<file path="src/rtl/hdlc_pkg.sv">
// Shared types and constants for the HDLC transmit frame controller.
// Holds the state encoding, the fixed HDLC byte patterns and the
// CRC-16/X.25 byte update used when HDLC_TX_CRC_EN is defined.
package hdlc_pkg;

    typedef enum logic [2:0] {
        S_IDLE  = 3'd0,
        S_OPEN  = 3'd1,
        S_DATA  = 3'd2,
        S_FCS   = 3'd3,
        S_CLOSE = 3'd4,
        S_ABORT = 3'd5,
        S_GAP   = 3'd6
    } hdlc_tx_state_e;

    localparam logic [7:0]  HDLC_FLAG  = 8'h7E;
    localparam logic [7:0]  HDLC_ABORT = 8'hFF;
    localparam logic [7:0]  HDLC_MARK  = 8'hFF;
    localparam logic [15:0] CRC16_POLY = 16'h8408;
    localparam logic [15:0] CRC16_INIT = 16'hFFFF;

    // Reflected CRC-16 update over one byte, LSB first.
    function automatic logic [15:0] crc16_update(input logic [15:0] crc,
                                                 input logic [7:0]  data);
        logic [15:0] c;
        c = crc ^ {8'h00, data};
        for (int i = 0; i < 8; i++) begin
            if (c[0]) begin
                c = {1'b0, c[15:1]} ^ CRC16_POLY;
            end else begin
                c = {1'b0, c[15:1]};
            end
        end
        return c;
    endfunction

endpackage

</file>
<file path="src/rtl/hdlc_tx_ctrl_if.sv">
// Host-buffer and serializer handshake bundle for hdlc_tx_ctrl.
// master: host/serializer side, slave: the frame controller.
interface hdlc_tx_ctrl_if #(
    parameter int LW = 9
);
    logic          txen_i;
    logic          start_i;
    logic [LW-1:0] len_i;
    logic          abort_i;
    logic [7:0]    buf_data_i;
    logic          buf_valid_i;
    logic          buf_ready_o;
    logic          byte_req_i;
    logic [7:0]    byte_o;
    logic          byte_vld_o;
    logic          byte_flag_o;
    logic          frame_o;
    logic          abortframe_o;
    logic          txdone_o;
    logic          aborted_o;
    logic          busy_o;

    modport master (
        output txen_i, start_i, len_i, abort_i, buf_data_i, buf_valid_i, byte_req_i,
        input  buf_ready_o, byte_o, byte_vld_o, byte_flag_o, frame_o,
               abortframe_o, txdone_o, aborted_o, busy_o
    );

    modport slave (
        input  txen_i, start_i, len_i, abort_i, buf_data_i, buf_valid_i, byte_req_i,
        output buf_ready_o, byte_o, byte_vld_o, byte_flag_o, frame_o,
               abortframe_o, txdone_o, aborted_o, busy_o
    );
endinterface

</file>
<file path="src/rtl/hdlc_crc16.sv">
// Registered byte-wide CRC-16/X.25 accumulator. init has priority over en.
module hdlc_crc16
    import hdlc_pkg::*;
(
    input  logic        clk_i,
    input  logic        rst_n_i,
    input  logic        init_i,
    input  logic        en_i,
    input  logic [7:0]  data_i,
    output logic [15:0] crc_o
);
    logic [15:0] crc_d;
    logic [15:0] crc_q;

    // Next CRC value: reload, fold in one byte, or hold.
    always_comb begin
        crc_d = crc_q;
        if (init_i) begin
            crc_d = CRC16_INIT;
        end else if (en_i) begin
            crc_d = crc16_update(crc_q, data_i);
        end else begin
            crc_d = crc_q;
        end
    end

    // CRC state register.
    always_ff @(posedge clk_i or negedge rst_n_i) begin
        if (!rst_n_i) begin
            crc_q <= CRC16_INIT;
        end else begin
            crc_q <= crc_d;
        end
    end

    assign crc_o = crc_q;
endmodule

</file>
<file path="src/rtl/hdlc_tx_ctrl.sv">
// HDLC transmit frame controller: answers each serializer byte request
// with idle fill, flags, payload, FCS or the abort pattern.
// Optional feature macro: HDLC_TX_CRC_EN (adds the FCS state and CRC).
module hdlc_tx_ctrl
    import hdlc_pkg::*;
#(
    parameter int MAX_LEN   = 256,
    parameter int GAP_FLAGS = 1
) (
    input  logic           clk_i,
    input  logic           rst_n_i,
    hdlc_tx_ctrl_if.slave  bus
);
    localparam int LW = $clog2(MAX_LEN + 1);
    localparam int GW = (GAP_FLAGS > 0) ? $clog2(GAP_FLAGS + 1) : 1;
    localparam logic [GW-1:0] GAP_INIT = GW'(GAP_FLAGS);
    // After a closing flag or abort, skip GAP entirely when no gap flags are wanted.
    localparam hdlc_tx_state_e POST_STATE = (GAP_FLAGS > 0) ? S_GAP : S_IDLE;

    hdlc_tx_state_e state_d, state_q;
    logic [LW-1:0]  cnt_d, cnt_q;
    logic [GW-1:0]  gap_d, gap_q;
    logic [7:0]     byte_d, byte_q;
    logic           byte_vld_d, byte_vld_q;
    logic           byte_flag_d, byte_flag_q;
    logic           frame_d, frame_q;
    logic           abortframe_d, abortframe_q;
    logic           txdone_d, txdone_q;
    logic           aborted_d, aborted_q;
    logic           busy_d, busy_q;
    logic           buf_ready_s;
    logic           start_ok_s;
    logic           in_body_s;
    logic           abort_hit_s;

    assign start_ok_s = bus.start_i && bus.txen_i && !bus.abort_i &&
                        (bus.len_i != '0) && (bus.len_i <= LW'(MAX_LEN));
    assign in_body_s  = (state_q == S_OPEN) || (state_q == S_DATA) || (state_q == S_FCS);
    // Host abort, loss of enable, or a payload request the buffer cannot serve.
    assign abort_hit_s = in_body_s &&
                         (bus.abort_i || !bus.txen_i ||
                          ((state_q == S_DATA) && bus.byte_req_i && !bus.buf_valid_i));

`ifdef HDLC_TX_CRC_EN
    logic        fcs_hi_d, fcs_hi_q;
    logic        crc_init_s;
    logic        crc_en_s;
    logic [15:0] crc_s;

    hdlc_crc16 u_crc (
        .clk_i   (clk_i),
        .rst_n_i (rst_n_i),
        .init_i  (crc_init_s),
        .en_i    (crc_en_s),
        .data_i  (bus.buf_data_i),
        .crc_o   (crc_s)
    );
`endif

    // Next-state, byte selection and status pulses for each request.
    always_comb begin
        state_d     = state_q;
        cnt_d       = cnt_q;
        gap_d       = gap_q;
        byte_d      = byte_q;
        byte_flag_d = byte_flag_q;
        byte_vld_d  = 1'b0;
        txdone_d    = 1'b0;
        aborted_d   = 1'b0;
        buf_ready_s = 1'b0;
`ifdef HDLC_TX_CRC_EN
        fcs_hi_d    = fcs_hi_q;
        crc_init_s  = 1'b0;
        crc_en_s    = 1'b0;
`endif
        if (abort_hit_s) begin
            if (bus.byte_req_i) begin
                // A coincident request is answered with the abort pattern right away.
                byte_vld_d  = 1'b1;
                byte_d      = HDLC_ABORT;
                byte_flag_d = 1'b1;
                aborted_d   = 1'b1;
                state_d     = POST_STATE;
                gap_d       = GAP_INIT;
            end else begin
                state_d = S_ABORT;
            end
        end else begin
            case (state_q)
                S_IDLE: begin
                    if (bus.byte_req_i) begin
                        byte_vld_d  = 1'b1;
                        byte_flag_d = 1'b1;
                        byte_d      = bus.txen_i ? HDLC_FLAG : HDLC_MARK;
                    end else begin
                        byte_vld_d = 1'b0;
                    end
                    if (start_ok_s) begin
                        state_d = S_OPEN;
                        cnt_d   = bus.len_i;
`ifdef HDLC_TX_CRC_EN
                        crc_init_s = 1'b1;
`endif
                    end else begin
                        state_d = S_IDLE;
                    end
                end
                S_OPEN: begin
                    if (bus.byte_req_i) begin
                        byte_vld_d  = 1'b1;
                        byte_d      = HDLC_FLAG;
                        byte_flag_d = 1'b1;
                        state_d     = S_DATA;
                    end else begin
                        state_d = S_OPEN;
                    end
                end
                S_DATA: begin
                    if (bus.byte_req_i) begin
                        buf_ready_s = 1'b1;
                        byte_vld_d  = 1'b1;
                        byte_d      = bus.buf_data_i;
                        byte_flag_d = 1'b0;
                        cnt_d       = cnt_q - LW'(1'b1);
`ifdef HDLC_TX_CRC_EN
                        crc_en_s = 1'b1;
                        fcs_hi_d = 1'b0;
                        state_d  = (cnt_q == LW'(1'b1)) ? S_FCS : S_DATA;
`else
                        state_d  = (cnt_q == LW'(1'b1)) ? S_CLOSE : S_DATA;
`endif
                    end else begin
                        state_d = S_DATA;
                    end
                end
`ifdef HDLC_TX_CRC_EN
                S_FCS: begin
                    if (bus.byte_req_i) begin
                        byte_vld_d  = 1'b1;
                        byte_flag_d = 1'b0;
                        byte_d      = fcs_hi_q ? ~crc_s[15:8] : ~crc_s[7:0];
                        fcs_hi_d    = 1'b1;
                        state_d     = fcs_hi_q ? S_CLOSE : S_FCS;
                    end else begin
                        state_d = S_FCS;
                    end
                end
`endif
                S_CLOSE: begin
                    if (bus.byte_req_i) begin
                        byte_vld_d  = 1'b1;
                        byte_d      = HDLC_FLAG;
                        byte_flag_d = 1'b1;
                        txdone_d    = 1'b1;
                        state_d     = POST_STATE;
                        gap_d       = GAP_INIT;
                    end else begin
                        state_d = S_CLOSE;
                    end
                end
                S_ABORT: begin
                    if (bus.byte_req_i) begin
                        byte_vld_d  = 1'b1;
                        byte_d      = HDLC_ABORT;
                        byte_flag_d = 1'b1;
                        aborted_d   = 1'b1;
                        state_d     = POST_STATE;
                        gap_d       = GAP_INIT;
                    end else begin
                        state_d = S_ABORT;
                    end
                end
                S_GAP: begin
                    if (bus.byte_req_i) begin
                        byte_vld_d  = 1'b1;
                        byte_d      = HDLC_FLAG;
                        byte_flag_d = 1'b1;
                        gap_d       = gap_q - GW'(1'b1);
                        state_d     = (gap_q <= GW'(1'b1)) ? S_IDLE : S_GAP;
                    end else begin
                        state_d = S_GAP;
                    end
                end
                default: begin
                    state_d = S_IDLE;
                end
            endcase
        end
        frame_d      = (state_d == S_DATA) || (state_d == S_FCS);
        abortframe_d = (state_d == S_ABORT);
        busy_d       = (state_d != S_IDLE);
    end

    // State, counters and registered outputs.
    always_ff @(posedge clk_i or negedge rst_n_i) begin
        if (!rst_n_i) begin
            state_q      <= S_IDLE;
            cnt_q        <= '0;
            gap_q        <= '0;
            byte_q       <= 8'h00;
            byte_vld_q   <= 1'b0;
            byte_flag_q  <= 1'b0;
            frame_q      <= 1'b0;
            abortframe_q <= 1'b0;
            txdone_q     <= 1'b0;
            aborted_q    <= 1'b0;
            busy_q       <= 1'b0;
        end else begin
            state_q      <= state_d;
            cnt_q        <= cnt_d;
            gap_q        <= gap_d;
            byte_q       <= byte_d;
            byte_vld_q   <= byte_vld_d;
            byte_flag_q  <= byte_flag_d;
            frame_q      <= frame_d;
            abortframe_q <= abortframe_d;
            txdone_q     <= txdone_d;
            aborted_q    <= aborted_d;
            busy_q       <= busy_d;
        end
    end

`ifdef HDLC_TX_CRC_EN
    // Tracks which FCS byte goes out next.
    always_ff @(posedge clk_i or negedge rst_n_i) begin
        if (!rst_n_i) begin
            fcs_hi_q <= 1'b0;
        end else begin
            fcs_hi_q <= fcs_hi_d;
        end
    end
`endif

    assign bus.buf_ready_o  = buf_ready_s;
    assign bus.byte_o       = byte_q;
    assign bus.byte_vld_o   = byte_vld_q;
    assign bus.byte_flag_o  = byte_flag_q;
    assign bus.frame_o      = frame_q;
    assign bus.abortframe_o = abortframe_q;
    assign bus.txdone_o     = txdone_q;
    assign bus.aborted_o    = aborted_q;
    assign bus.busy_o       = busy_q;
endmodule

</file>
<file path="src/flat_wrapper.sv">
// flat-port wrapper written by rule: the top's interface ports become plain ports
module hdlc_tx_ctrl_flat import hdlc_pkg::*;
#(
    parameter int MAX_LEN   = 256,
    parameter int GAP_FLAGS = 1
)
  (clk_i, rst_n_i, bus_txen_i, bus_start_i, bus_len_i, bus_abort_i, bus_buf_data_i, bus_buf_valid_i, bus_byte_req_i, bus_buf_ready_o, bus_byte_o, bus_byte_vld_o, bus_byte_flag_o, bus_frame_o, bus_abortframe_o, bus_txdone_o, bus_aborted_o, bus_busy_o);
  hdlc_tx_ctrl_if bus_i ();
  input  logic clk_i;
  input  logic rst_n_i;
  input wire logic [$bits(bus_i.txen_i)-1:0] bus_txen_i;
  input wire logic [$bits(bus_i.start_i)-1:0] bus_start_i;
  input wire logic [$bits(bus_i.len_i)-1:0] bus_len_i;
  input wire logic [$bits(bus_i.abort_i)-1:0] bus_abort_i;
  input wire logic [$bits(bus_i.buf_data_i)-1:0] bus_buf_data_i;
  input wire logic [$bits(bus_i.buf_valid_i)-1:0] bus_buf_valid_i;
  input wire logic [$bits(bus_i.byte_req_i)-1:0] bus_byte_req_i;
  output wire logic [$bits(bus_i.buf_ready_o)-1:0] bus_buf_ready_o;
  output wire logic [$bits(bus_i.byte_o)-1:0] bus_byte_o;
  output wire logic [$bits(bus_i.byte_vld_o)-1:0] bus_byte_vld_o;
  output wire logic [$bits(bus_i.byte_flag_o)-1:0] bus_byte_flag_o;
  output wire logic [$bits(bus_i.frame_o)-1:0] bus_frame_o;
  output wire logic [$bits(bus_i.abortframe_o)-1:0] bus_abortframe_o;
  output wire logic [$bits(bus_i.txdone_o)-1:0] bus_txdone_o;
  output wire logic [$bits(bus_i.aborted_o)-1:0] bus_aborted_o;
  output wire logic [$bits(bus_i.busy_o)-1:0] bus_busy_o;
  assign bus_i.txen_i = bus_txen_i;
  assign bus_i.start_i = bus_start_i;
  assign bus_i.len_i = bus_len_i;
  assign bus_i.abort_i = bus_abort_i;
  assign bus_i.buf_data_i = bus_buf_data_i;
  assign bus_i.buf_valid_i = bus_buf_valid_i;
  assign bus_i.byte_req_i = bus_byte_req_i;
  assign bus_buf_ready_o = bus_i.buf_ready_o;
  assign bus_byte_o = bus_i.byte_o;
  assign bus_byte_vld_o = bus_i.byte_vld_o;
  assign bus_byte_flag_o = bus_i.byte_flag_o;
  assign bus_frame_o = bus_i.frame_o;
  assign bus_abortframe_o = bus_i.abortframe_o;
  assign bus_txdone_o = bus_i.txdone_o;
  assign bus_aborted_o = bus_i.aborted_o;
  assign bus_busy_o = bus_i.busy_o;
  hdlc_tx_ctrl #(.MAX_LEN(MAX_LEN), .GAP_FLAGS(GAP_FLAGS)) u_core (.clk_i(clk_i), .rst_n_i(rst_n_i), .bus(bus_i));
endmodule
</file>
<file path="config.mk">
export PLATFORM = sky130hd
export DESIGN_NAME = hdlc_tx_ctrl_flat
export DESIGN_NICKNAME = d
export VERILOG_FILES = /design/src/rtl/hdlc_pkg.sv /design/src/rtl/hdlc_tx_ctrl_if.sv /design/src/rtl/hdlc_crc16.sv /design/src/rtl/hdlc_tx_ctrl.sv /design/src/flat_wrapper.sv
export SDC_FILE = /design/constraint.sdc
export NUM_CORES = 1
export LEC_CHECK = 0
export CAP_MARGIN = 40
export CORE_UTILIZATION = 50
export CTS_BUF_LIST = sky130_fd_sc_hd__clkbuf_8
export CTS_CLUSTER_DIAMETER = 200
export CTS_CLUSTER_SIZE = 8
export DETAILED_ROUTE_END_ITERATION = 8
export PLACE_DENSITY = 0.86
export SKIP_CTS_REPAIR_TIMING = 1
export SLEW_MARGIN = 20
export SYNTH_ARGS = -nofsm -noshare
export SYNTH_HDL_FRONTEND = slang
export SYNTH_SLANG_ARGS = --single-unit
</file>
<file path="constraint.sdc">
create_clock -name clk_i -period 3.6 [get_ports clk_i]
set_input_delay 1.08 -clock clk_i [delete_from_list [all_inputs] [get_ports clk_i]]
set_output_delay 1.08 -clock clk_i [all_outputs]
set_load 0.01 [all_outputs]
</file>
==> results of run 1 <==
==> worst reg2reg max path: stages, from the launching register on <==
cell,delay [ns]
dfrtp_1,0.57
or3b_2,0.60
a211oi_2,0.31
buf_4,0.20
a221o_1,0.13
a21boi_0,0.26
==> Yosys cell counts, types with 2 or more instances <==
library cell | instances | area (sq um)
a311o_1 | 2 | 20.0
a211oi_1 | 4 | 30.0
a41oi_1 | 2 | 17.5
o21a_1 | 2 | 15.0
o31a_2 | 2 | 20.0
nand3b_1 | 2 | 15.0
nor2b_1 | 3 | 18.8
or3_1 | 4 | 25.0
o311ai_0 | 2 | 17.5
clkbuf_1 | 10 | 37.5
a21oi_1 | 12 | 60.1
nor4_1 | 3 | 18.8
nand2_1 | 6 | 22.5
a21o_1 | 3 | 22.5
nor3_1 | 8 | 40.0
nand3_1 | 2 | 10.0
o31ai_1 | 5 | 37.5
ha_1 | 2 | 25.0
o32ai_1 | 3 | 26.3
dfrtp_1 | 27 | 676
o22a_1 | 8 | 70.1
or3b_2 | 4 | 35.0
buf_6 | 2 | 22.5
o41ai_1 | 3 | 26.3
nand4_1 | 3 | 18.8
nor2_1 | 9 | 33.8
inv_1 | 8 | 30.0
or4_4 | 2 | 22.5
o21ai_0 | 7 | 35.0
and2_1 | 2 | 12.5
nand2b_1 | 2 | 12.5
a21boi_0 | 2 | 15.0
==> worst max path at each step <==
stage | to | slack [ns] | startpoint
detailed placement | bus_buf_ready_o | 0.008 | bus_txen_i
floorplan | u_core.cnt_q[1] | 0.80 | bus_len_i[5]
CTS | bus_buf_ready_o | -0.01 | bus_txen_i
global route | bus_buf_ready_o | 0.29 | bus_txen_i
global placement | bus_buf_ready_o | 0.008 | bus_txen_i
finish | bus_buf_ready_o | 0.37 | bus_txen_i
==> power by group through the flow <==
stage,Sequential [mW],Clock [mW],Combinational (mW)
detailed placement,0.506,0,0.518
CTS,0.499,0.178,0.522
global route,0.516,0.190,0.578
finish,0.501,0.178,0.526
global placement,0.502,0,0.500
floorplan,0.467,0,0.356
==> cells in the final DEF, fill, tap and decap left out, drive strengths merged, types with 3 or more instances in the layout <==
cell           count
o41ai              3
or3                4
nor2b              3
clkdlybuf4s50     38
o32ai              3
inv                8
or3b               4
dfrtp             27
nor3               9
a21oi             12
nand4              3
nand2              6
a211oi             5
o21ai              7
o22a               8
nor2               9
nor4               3
o31ai              5
clkbuf             3
buf               14
a21o               3
==> area by class of cell <==
| type | instances | area share |
|---|---|---|
| clock buffer | 3 | 0.0190 |
| clock inverter | 1 | 0.00346 |
| inverter | 8 | 0.0138 |
| multi-input combinational | 124 | 0.397 |
| sequential | 27 | 0.311 |
| tap | 44 | 0.0254 |
| timing repair buffer | 53 | 0.230 |
==> kinds of logic (layout without fill, tap and decap cells) <==
kind of cell,count (synthesis),count (layout)
compound gates,65,65
flops,27,27
fa+ha+maj,2,2
buf+inv,21,65
simple gates,56,56
mux,1,1
==> sequential cells by signal (all words and copies together) (netlist names) <==
signal and flops:
u_core.cnt_q 9, u_core.bus.byte_o 8, u_core.state_q 3, u_core.bus.aborted_o 1
u_core.bus.abortframe_o 1, u_core.bus.busy_o 1, u_core.bus.byte_flag_o 1, u_core.bus.byte_vld_o 1
u_core.bus.frame_o 1, u_core.bus.txdone_o 1
==> per-layer routing <==
layer | global-route usage | up-vias | routed length (um) | share of wire
met4 | 0.102 | 0 | 65 | 0.016
li1 | - | 756 | - | -
met2 | 0.450 | 47 | 2070 | 0.50
met3 | 0.0437 | 10 | 235 | 0.056
met1 | 0.336 | 800 | 1790 | 0.43
met5 | 0 | - | 0 | 0
==> per-stage QoR <==
stage	setup slack, ns	setup TNS (ns)	hold WS [ns]	power (mW)
3_5_place_dp	0.00784	0	0.496	1.02
2_1_floorplan	0.795	0	0.538	0.823
3_3_place_gp	0.00802	0	0.493	1.00
5_1_grt	0.290	0	0.529	1.28
4_1_cts	-0.0106	-0.0106	0.517	1.20
6_report	0.368	0	0.512	1.21
==> implementation parameters, run 1 <==
Parameter                              Value

Synth
  Warnings, synthesis ... 0
  Synthesized instance count ... between 150 and 200
  Mean area per synthesized cell ... 9.49 sq um
  Predominant post-synthesis flop cell ... dfrtp_1
  Nets in the synthesized netlist ... 198
  Simple logic cell fraction of the synthesized area ... 0.206
  Post-synth ARST share ... 1.00
  Number of library cell types mapped by synthesis ... 48
  Largest family of logic cells by synthesized area ... compound AO/OA/AOI/OAI gates
  Area fraction in compound gates after synthesis ... 0.300
  Multiplexer share of the synthesized area ... 0.00690
  Fraction of the yosys area taken by sequential cells ... 0.414
  Cell area after synthesis ... roughly 1600 sq um
  Number of synthesized flops with an enable pin ... 0
  Share of synthesized cell area in full adder, half adder and majority cells ... 0.0153
  Flip-flop and latch count after synthesis ... 27
  Xor-xnor portion of the synthesized cell area ... 0

Detailed routing
  Total via count after detailed routing ... 1613
  Number of nets with antenna violations after detailed routing ... 0
  Detailed router's first-iteration violation count ... 51
  Routed length per instance ... 16.0 um
  Total DRC errors in the routed layout ... 0
  Number of detailed-route iterations in the first pass ... 4
  Routed WL ... 4.16 mm
  Vias per cell ... 6.20

Hold path
  Startpoint of the lowest-slack hold path ... u_core.bus.byte_o[4]
  Worst hold-check path type ... reg2reg
  Hold path cells ... 1
  Hold path endpoint ... u_core.bus.byte_o[4]

Power
  Fraction of power spent switching nets ... 0.394
  Net switching power figure ... 475 uW
  Sequential cell fraction of total power ... 0.416
  Combinational fraction of design power ... 0.437
  Worst vdd ir ... 0.000301 V
  Power density over cell area ... 555 nW/um^2
  Internal power component ... 730 uW
  P_leak ... about 0.85 nW
  Clock share of power ... 0.147

Setup path
  Crit-path max FO ... 2
  Combined buffer and inverter count along the critical path ... 3
  Worst path required time ... 2.52 ns
  Worst reg2reg setup slack ... ~1.4 ns
  Cell depth of the worst setup path ... 5
  Reg-to-reg startpoint ... u_core.state_q[0]
  Kind of cell adding the most delay to the critical path ... buffers and inverters
  Longest individual stage delay on the worst path ... approximately 0.48 ns
  Cell-by-cell listing of the critical path ... clkdlybuf4s50_1 > and4b_1 > nand2_1 > inv_1 > dlymetal6s2s_1
  Worst reg2reg path endpoint ... u_core.bus.abortframe_o
  Data arrival time of the critical path ... about 2.2 ns
  Number of cells traversed by the worst register-to-register path ... 5
  Critical-path top delay cell ... clkdlybuf4s50_1
  Launching element type of the critical path ... primary input
  Worst setup EP type ... output pin
  Critical path type ... in2out

Placement
  Count of port buffers added during placement ... 39
  Placed standard-cell area ... between 2000 and 2500 sq um
  DPL Wire Length ... around 3.1 mm
  Global placer's final weighted congestion ... 0.918
  Count of placed standard cells including taps ... roughly 260

STA
  Final count of pins violating max slew ... 0
  Number of failing setup endpoints in the final timing report ... 0
  Worst Skew ... 0.00292 ns
  Maximum clock frequency ... 0.309 GHz
  Min Clock Period, post-route ... roughly 3.2 ns
  Slew Limit Headroom ... 0.457
  Transition time at the pin with the least slew margin ... 0.807 ns
  Final worst path period share ... 0.898
  Number of hold-slack violations in the final timing report ... 0
  Setup repair after global routing missed its margin ... false

Floorplan
  Core Region ... 3080 sq um
  Starting utilization of the core area ... 0.530
  Die Area ... 3500 sq um
  Vertical extent of the die ... slightly below 60 um
  Die width ... 59.1 um
  Top-Level Pins ... 40
  Std cell rows ... 20

Job
  Max-capacitance violation count ... 0

Clock network
  Clock tree from TritonCTS ... yes
  H-Tree Level Count ... 1
  Clock Path Buffers ... 2
  Clock slew at the register clock pins of the worst setup and hold paths ... 0.09 ns
  # clock sinks ... 27
  Clk_lat worst skew ... about 0.28 ns
  Number of buffers created by CTS ... 3
  Clock root buffer master ... clkbuf_8

Global route
  Total congestion overflow ... 0
  Largest net degree at the start of global routing ... 28
  Wire length of the first global-routing pass ... 6.95 mm
  Number of global-route vias before repair ... roughly 1500
  GRT Util Overall ... 0.264
  Number of antenna violations at the first check in global routing ... 0

Cells and area
  Fillers ... ~260
  Area of combinational cells with multiple inputs ... between 800 and 900 sq um
  Fin nets ... around 240
  Fraction of final layout cells sized beyond drive strength 1 ... 0.144
  Final core area utilization ... 0.705
  Sequential cell area ... between 600 and 700 sq um
  Number of standard cells in the final layout excluding fillers ... 260
  Synthesis-to-layout area growth ... 33.0%
  Diode insertion count for antenna repair ... 0
  Design Area, Final ... 2170 sq um

Status
  Run status ... complete, no violations
(Power assumes the default switching activity.)
==> run 2: changes to the inputs <==
--- a/config.mk
+++ b/config.mk
@@ -6,6 +6,7 @@
 export NUM_CORES = 1
 export LEC_CHECK = 0
 export CAP_MARGIN = 40
+export CORE_MARGIN = 2
 export CORE_UTILIZATION = 50
 export CTS_BUF_LIST = sky130_fd_sc_hd__clkbuf_8
 export CTS_CLUSTER_DIAMETER = 200
==> run 2 against run 1 <==
Net effect:
- critical path depth did not move
- sequential share of layout area unchanged
- final cell count unchanged
- combinational power hardly changed
- hold slack better by 0.0089 ns
- global-route usage down 2.1 points
- largest cell class unchanged
==> implementation parameters, run 2 (synthesis gave the netlist of run 1 again) <==
Parameter                              Value

Global route
  Number of antenna violations at the first check in global routing ... 0 (unchanged)
  Largest net degree at the start of global routing ... 28 (unchanged)
  Number of global-route vias before repair ... 1589 (+2.6%)
  GRT Util Overall ... 0.244 (-0.0206)
  Total congestion overflow ... 0 (unchanged)
  Wire length of the first global-routing pass ... 6.84 mm (-1.5%)

Setup path
  Critical path startpoint ... bus_txen_i
  Crit-path max FO ... 2 (unchanged)
  Worst reg2reg setup slack ... 1.45 ns (about the same)
  Data arrival time of the critical path ... 2.18 ns (+0.03 ns)
  Worst reg2reg path endpoint ... u_core.cnt_q[5]
  Number of cells traversed by the worst register-to-register path ... 5 (unchanged)
  Worst setup EP type ... output pin
  Worst path required time ... 2.52 ns (about the same)
  Critical path type ... in2out
  Reg-to-reg startpoint ... u_core.state_q[0]
  Launching element type of the critical path ... primary input

Floorplan
  Std cell rows ... 20 (unchanged)
  Vertical extent of the die ... 61.1 um (+3.4%)
  Starting utilization of the core area ... 0.530 (unchanged)
  Die width ... 61.1 um (+3.4%)
  Core Region ... 3080 sq um (unchanged)
  Top-Level Pins ... 40 (unchanged)
  Die Area ... 3740 sq um (+6.9%)

Cells and area
  Max FFs per register ... 9 (unchanged)
  Sequential cell area ... 676 sq um (unchanged)
  Most frequent standard cell in the layout excluding fill and tap cells ... clkdlybuf4s50_1
  Diode insertion count for antenna repair ... 0 (unchanged)
  Fillers ... 240 (-8.7%)
  Commonest cells after routing, fill and taps aside ... clkdlybuf4s50_1 (38), dfrtp_1 (27), buf_4 (14), a21oi_1 (12), nor2_1 (9)
  Register bank with the most flops ... u_core.cnt_q
  Fin nets ... 243 (unchanged)
  Fraction of final layout cells sized beyond drive strength 1 ... 0.144 (unchanged)
  Number of standard cells in the final layout excluding fillers ... 260 (unchanged)
  Design Area, Final ... 2170 sq um (unchanged)
  Final core area utilization ... 0.705 (unchanged)
  Area of combinational cells with multiple inputs ... 862 sq um (unchanged)
  Synthesis-to-layout area growth ... 33.0% (unchanged)

Clock network
  Number of buffers created by CTS ... 3 (unchanged)
  H-Tree Level Count ... 1 (unchanged)
  Clock slew at the register clock pins of the worst setup and hold paths ... 0.09 ns (about the same)
  Clk_lat worst skew ... 0.27 ns (about the same)
  # clock sinks ... 27 (unchanged)
  Clock Path Buffers ... 2 (unchanged)
  Clock tree from TritonCTS ... yes
  Clock root buffer master ... clkbuf_8

Detailed routing
  Number of detailed-route iterations in the first pass ... 5 (+1)
  Wl on met1 ... 1.74 mm (-2.6%)
  Routed length per instance ... 16.5 um (+2.8%)
  Detailed router's first-iteration violation count ... 136 (+170%)
  Number of nets with antenna violations after detailed routing ... 0 (unchanged)
  Met2 Wirelength ... 2.15 mm (+3.8%)
  Total DRC errors in the routed layout ... 0 (unchanged)
  Routed WL ... 4.28 mm (+2.8%)
  Total via count after detailed routing ... 1630 (+1.1%)
  Wire length on met3 ... 351 um (+49%)
  Vias per cell ... 6.27 (+1.1%)
  Uppermost signal routing layer after detailed routing ... met4

STA
  Min Clock Period, post-route ... 3.26 ns (+0.0229 ns)
  Setup TNS ... 0 ns (unchanged)
  Maximum clock frequency ... 0.307 GHz (-0.70%)
  Number of hold-slack violations in the final timing report ... 0 (unchanged)
  Number of failing setup endpoints in the final timing report ... 0 (unchanged)
  Transition time at the pin with the least slew margin ... 0.717 ns (-0.0900 ns)
  Final worst path period share ... 0.904 (+0.00635)
  Worst Skew ... 0.00293 ns (+0.0000146 ns)
  Final count of pins violating max slew ... 0 (unchanged)
  Slew Limit Headroom ... 0.517 (+0.0606)
  Setup repair after global routing missed its margin ... false

Job
  Max-capacitance violation count ... 0 (unchanged)

Placement
  Global placer's final weighted congestion ... 0.918 (about the same)
  Count of port buffers added during placement ... 39 (unchanged)
  Count of placed standard cells including taps ... 256 (unchanged)
  Placed standard-cell area ... 2120 sq um (unchanged)
  DPL Wire Length ... 3.18 mm (+2.0%)

Hold path
  Worst hold-check path type ... reg2reg
  Hold path cells ... 1 (unchanged)
  Hold path endpoint ... u_core.bus.byte_o[5]
  Startpoint of the lowest-slack hold path ... u_core.bus.byte_o[5]

Power
  Power density over cell area ... 557 nW/um^2 (+0.23%)
  Worst vdd ir ... 0.000303 V (+0.66%)
  P_leak ... 0.848 nW (unchanged)

Status
  Run status ... complete, no violations
[run 2: cell counts in the layout (fill, tap and decap cells not counted)]
Identical to the previous run, type by type.
[run 2: stage by stage]
stage	hold slack [ns]	worst slack [ns]	power, mW
floorplan	0.538	0.795	0.823
global placement	0.494	0.00754	1.00
detailed placement	0.501	-0.00649	1.03
CTS	0.526	-0.0274	1.20
global route	0.538	0.286	1.28
finish	0.521	0.345	1.21
[run 2: area by class of cell]
cell class | instances | share of cell area
multi-input combinational | 124 | 0.397
clock buffer | 3 | 0.0190
sequential | 27 | 0.311
inverter | 8 | 0.0138
tap | 44 | 0.0254
clock inverter | 1 | 0.00346
timing repair buffer | 53 | 0.230
[run 2: worst max-delay path: stages]
cell             delay, ns
clkdlybuf4s50_1       0.48
and4b_1               0.26
nand2_1               0.09
inv_1                 0.10
dlymetal6s2s_1        0.16
[run 2: metal layers]
layer	up-vias	track usage
met5	-	0
met4	0	0.115
met3	6	0.0273
met2	93	0.397
met1	779	0.325
li1	752	-
[run 2: power by group]
part	internal, mW	switching (mW)
clock	0.0786	0.0978
combinational	0.267	0.262
sequential	0.385	0.117
[run 2: worst max-delay path by stage]
stage | to | cells after the start | slack [ns]
5_1_grt | bus_buf_ready_o | 5 | 0.29
6_report | bus_buf_ready_o | 5 | 0.34
3_3_place_gp | bus_buf_ready_o | 5 | 0.008
3_5_place_dp | bus_buf_ready_o | 5 | -0.006
2_1_floorplan | u_core.cnt_q[1] | 6 | 0.80
4_1_cts | bus_buf_ready_o | 5 | -0.03
==> patch: new RTL, settings of run 2 <==
Add a define of `HDLC_TX_CRC_EN`.
--- a/src/rtl/hdlc_tx_ctrl.sv
+++ b/src/rtl/hdlc_tx_ctrl.sv
@@ -3,2 +3,4 @@
 // Optional feature macro: HDLC_TX_CRC_EN (adds the FCS state and CRC).
+`define HDLC_TX_CRC_EN
+
 module hdlc_tx_ctrl
Function: changed (Yosys sat finds a counterexample within 4 cycles, from zero or initial values and one cycle with rst_n_i low).
==> patch against run 2 <==
Sequential cell count is 17 higher. Global-route usage is 3.1 points lower. Non-clock buffer count is 3 lower. Power is 120% higher. Worst setup slack worse by 0.025 ns. Final area is 49% higher. Area after synthesis is 63% higher. Routed wire length is 42% higher. Critical endpoint unchanged. Largest power group unchanged. Highest routed layer unchanged.
==> patch: results (changes against run 2) <==
stage,metric,value,unit,change
yosys,ys_top_cells_by_count,"nand2_1, dfrtp_1, nor2_1, a21oi_1",,"was dfrtp_1, a21oi_1, clkbuf_1, nor2_1"
placed_design,place.gp.congestion,0.8603,,was 0.9176
yosys,synthMostInstantiatedCell,nand2_1,,was dfrtp_1
routing,drt_iter0_drc,158,,was 136
routing,drt_pass1_iterations,4,,was 5
sta,fin_crit_sh,91.10,%,was 90.42%
global_route,antenna_found_initial,0,,unchanged
global_route,grt_max_degree,35,,was 28
placed_design,dpl_cell_area,3142,sq um,was 2118 sq um
routing,wl_met1,2781,um,was 1741 um
setup_path,reg2reg_slack,1.34,ns,was 1.45 ns
pwr,p_leak,1.356,nW,was 0.8478 nW
clock_tree,clkTransAtPathRegs,0.08,ns,
routing,wirelength,6075,um,was 4279 um
setup_path,crit_path_max_incr_delay,0.42,ns,was 0.48 ns
placed_design,dp_hpwl,4301,um,was 3184 um
routing,wl_per_cell,15.42,um,was 16.46 um
sta,clock_skew,0.009549,ns,was 0.002932 ns
yosys,synth_seq_area_share,42.05,%,was 41.41%
worst_hold_path,hold_path.class,register to register,,unchanged
sta,whs,0.5032,ns,was 0.5212 ns
yosys,syn_nets,308,,was 198
routing,dr_wl_met2,2896,um,was 2152 um
yosys,yosys_warnings,0,,unchanged
yosys,synth_cell_type_count,52,,was 48
global_route,grt_usage,21.22,%,was 24.36%
clock_tree,cts_buffers,5,,was 3
final_layout,fillCellCount,457,,was 240
clock_tree,cts_root_buf,clkbuf_8,,unchanged
yosys,syn_avg_cell_area,9.455,sq um,was 9.486 sq um
clock_tree,clk_latency,0.30,ns,was 0.27 ns
final_layout,largest_register_ffs,16,,was 9
global_route,grt_pass1_vias,2191,,was 1589
placed_design,portBuffers,39,,unchanged
status,status,finished clean,,unchanged
pwr,ir_worst_vdd,0.3246,mV,was 0.3027 mV
routing,drc,0,,unchanged
placed_design,post-place-ws,-0.05365,ns,was -0.006489 ns
final_layout,drive_gt1_share,16.67,%,was 14.35%
global_route,grt_pass1_wl,10160,um,was 6844 um
routing,vias,2253,,was 1630
clock_tree,cts.htree.levels,2,,was 1
sta,tightest_slew,0.7820,ns,was 0.7173 ns
yosys,ys.flop_type,dfrtp_1,,unchanged
routing,wl_met3,271,um,was 351 um
final_layout,nets,349,,was 243
yosys,synthTopCellsByArea,"dfrtp_1, dfstp_2, xnor2_1",,"was dfrtp_1, o22a_1, a21oi_1"
## patch: cell types whose count changed after synthesis, moves of 7 or more
| cell | delta |
|---|---|
| xor2_1 | +8 |
| o211ai_1 | +11 |
| nand2_1 | +26 |
| dfstp_2 | +16 |
| nand3_1 | +9 |
| a21oi_1 | +8 |
| a31oi_1 | +7 |
| nor2_1 | +15 |
| o21ai_0 | +9 |
| xnor2_1 | +16 |
## patch: area by class of cell
cell class                      count  area [sq um]  share of cell area (%)
Sequential cell                    44          1121                   34.73
Clock buffer                        5         68.82                   2.132
Clock inverter                      3         12.51                  0.3876
Tap cell                           70         87.58                   2.713
Timing Repair Buffer               50         483.0                   14.96
Inverter                            5         18.77                  0.5814
Multi-Input combinational cell    217          1436                   44.50
## patch: per-layer routing
layer  global-route usage [%]  vias to the layer above
met4                    8.571                        0
met3                    4.471                       11
li1                         -                     1092
met1                    28.58                     1083
met5                        0                        -
met2                    33.51                       67
## patch: critical path: cells and delay by family
| kind | cells | cell delay (ns) |
|---|---|---|
| and+or+nand+nor | 3 | 0.47 |
| buffers and inverters | 3 | 0.65 |
## patch: power breakdown
group	internal, mW	switching [mW]
logic	0.659	0.694
clock network	0.131	0.164
registers	0.781	0.228
total	1.57	1.09
## patch: cell families after synthesis
kind of cell             share of synthesized area [%]
multiplexers                                     5.209
adder cells (fa/ha/maj)                         0.9384
buffers and inverters                            4.176
AO/OA/AOI/OAI                                    19.71
XOR/XNOR                                         7.884
AND/OR/NAND/NOR                                  20.04
flip-flops                                       42.05
## patch: worst paths after layout
path,from,endpoint,cells past startpoint
max,bus_abort_i,bus_buf_ready_o,6
min,u_core.u_crc.crc_o[4],u_core.u_crc.crc_o[4],2
max reg2reg,u_core.state_q[2],u_core.cnt_q[1],6
min reg2reg,u_core.u_crc.crc_o[4],u_core.u_crc.crc_o[4],2
max in group asynchronous,rst_n_i,u_core.u_crc.crc_o[14],2
min in group asynchronous,rst_n_i,u_core.cnt_q[5],1
## patch: through the flow
| stage | TNS, ns | power, mW |
|---|---|---|
| global route | 0 | 2.848 |
| CTS | -0.06339 | 2.657 |
| floorplan | 0 | 1.988 |
| detailed placement | -0.05365 | 2.349 |
| global placement | -0.03634 | 2.294 |
| finish | 0 | 2.655 |
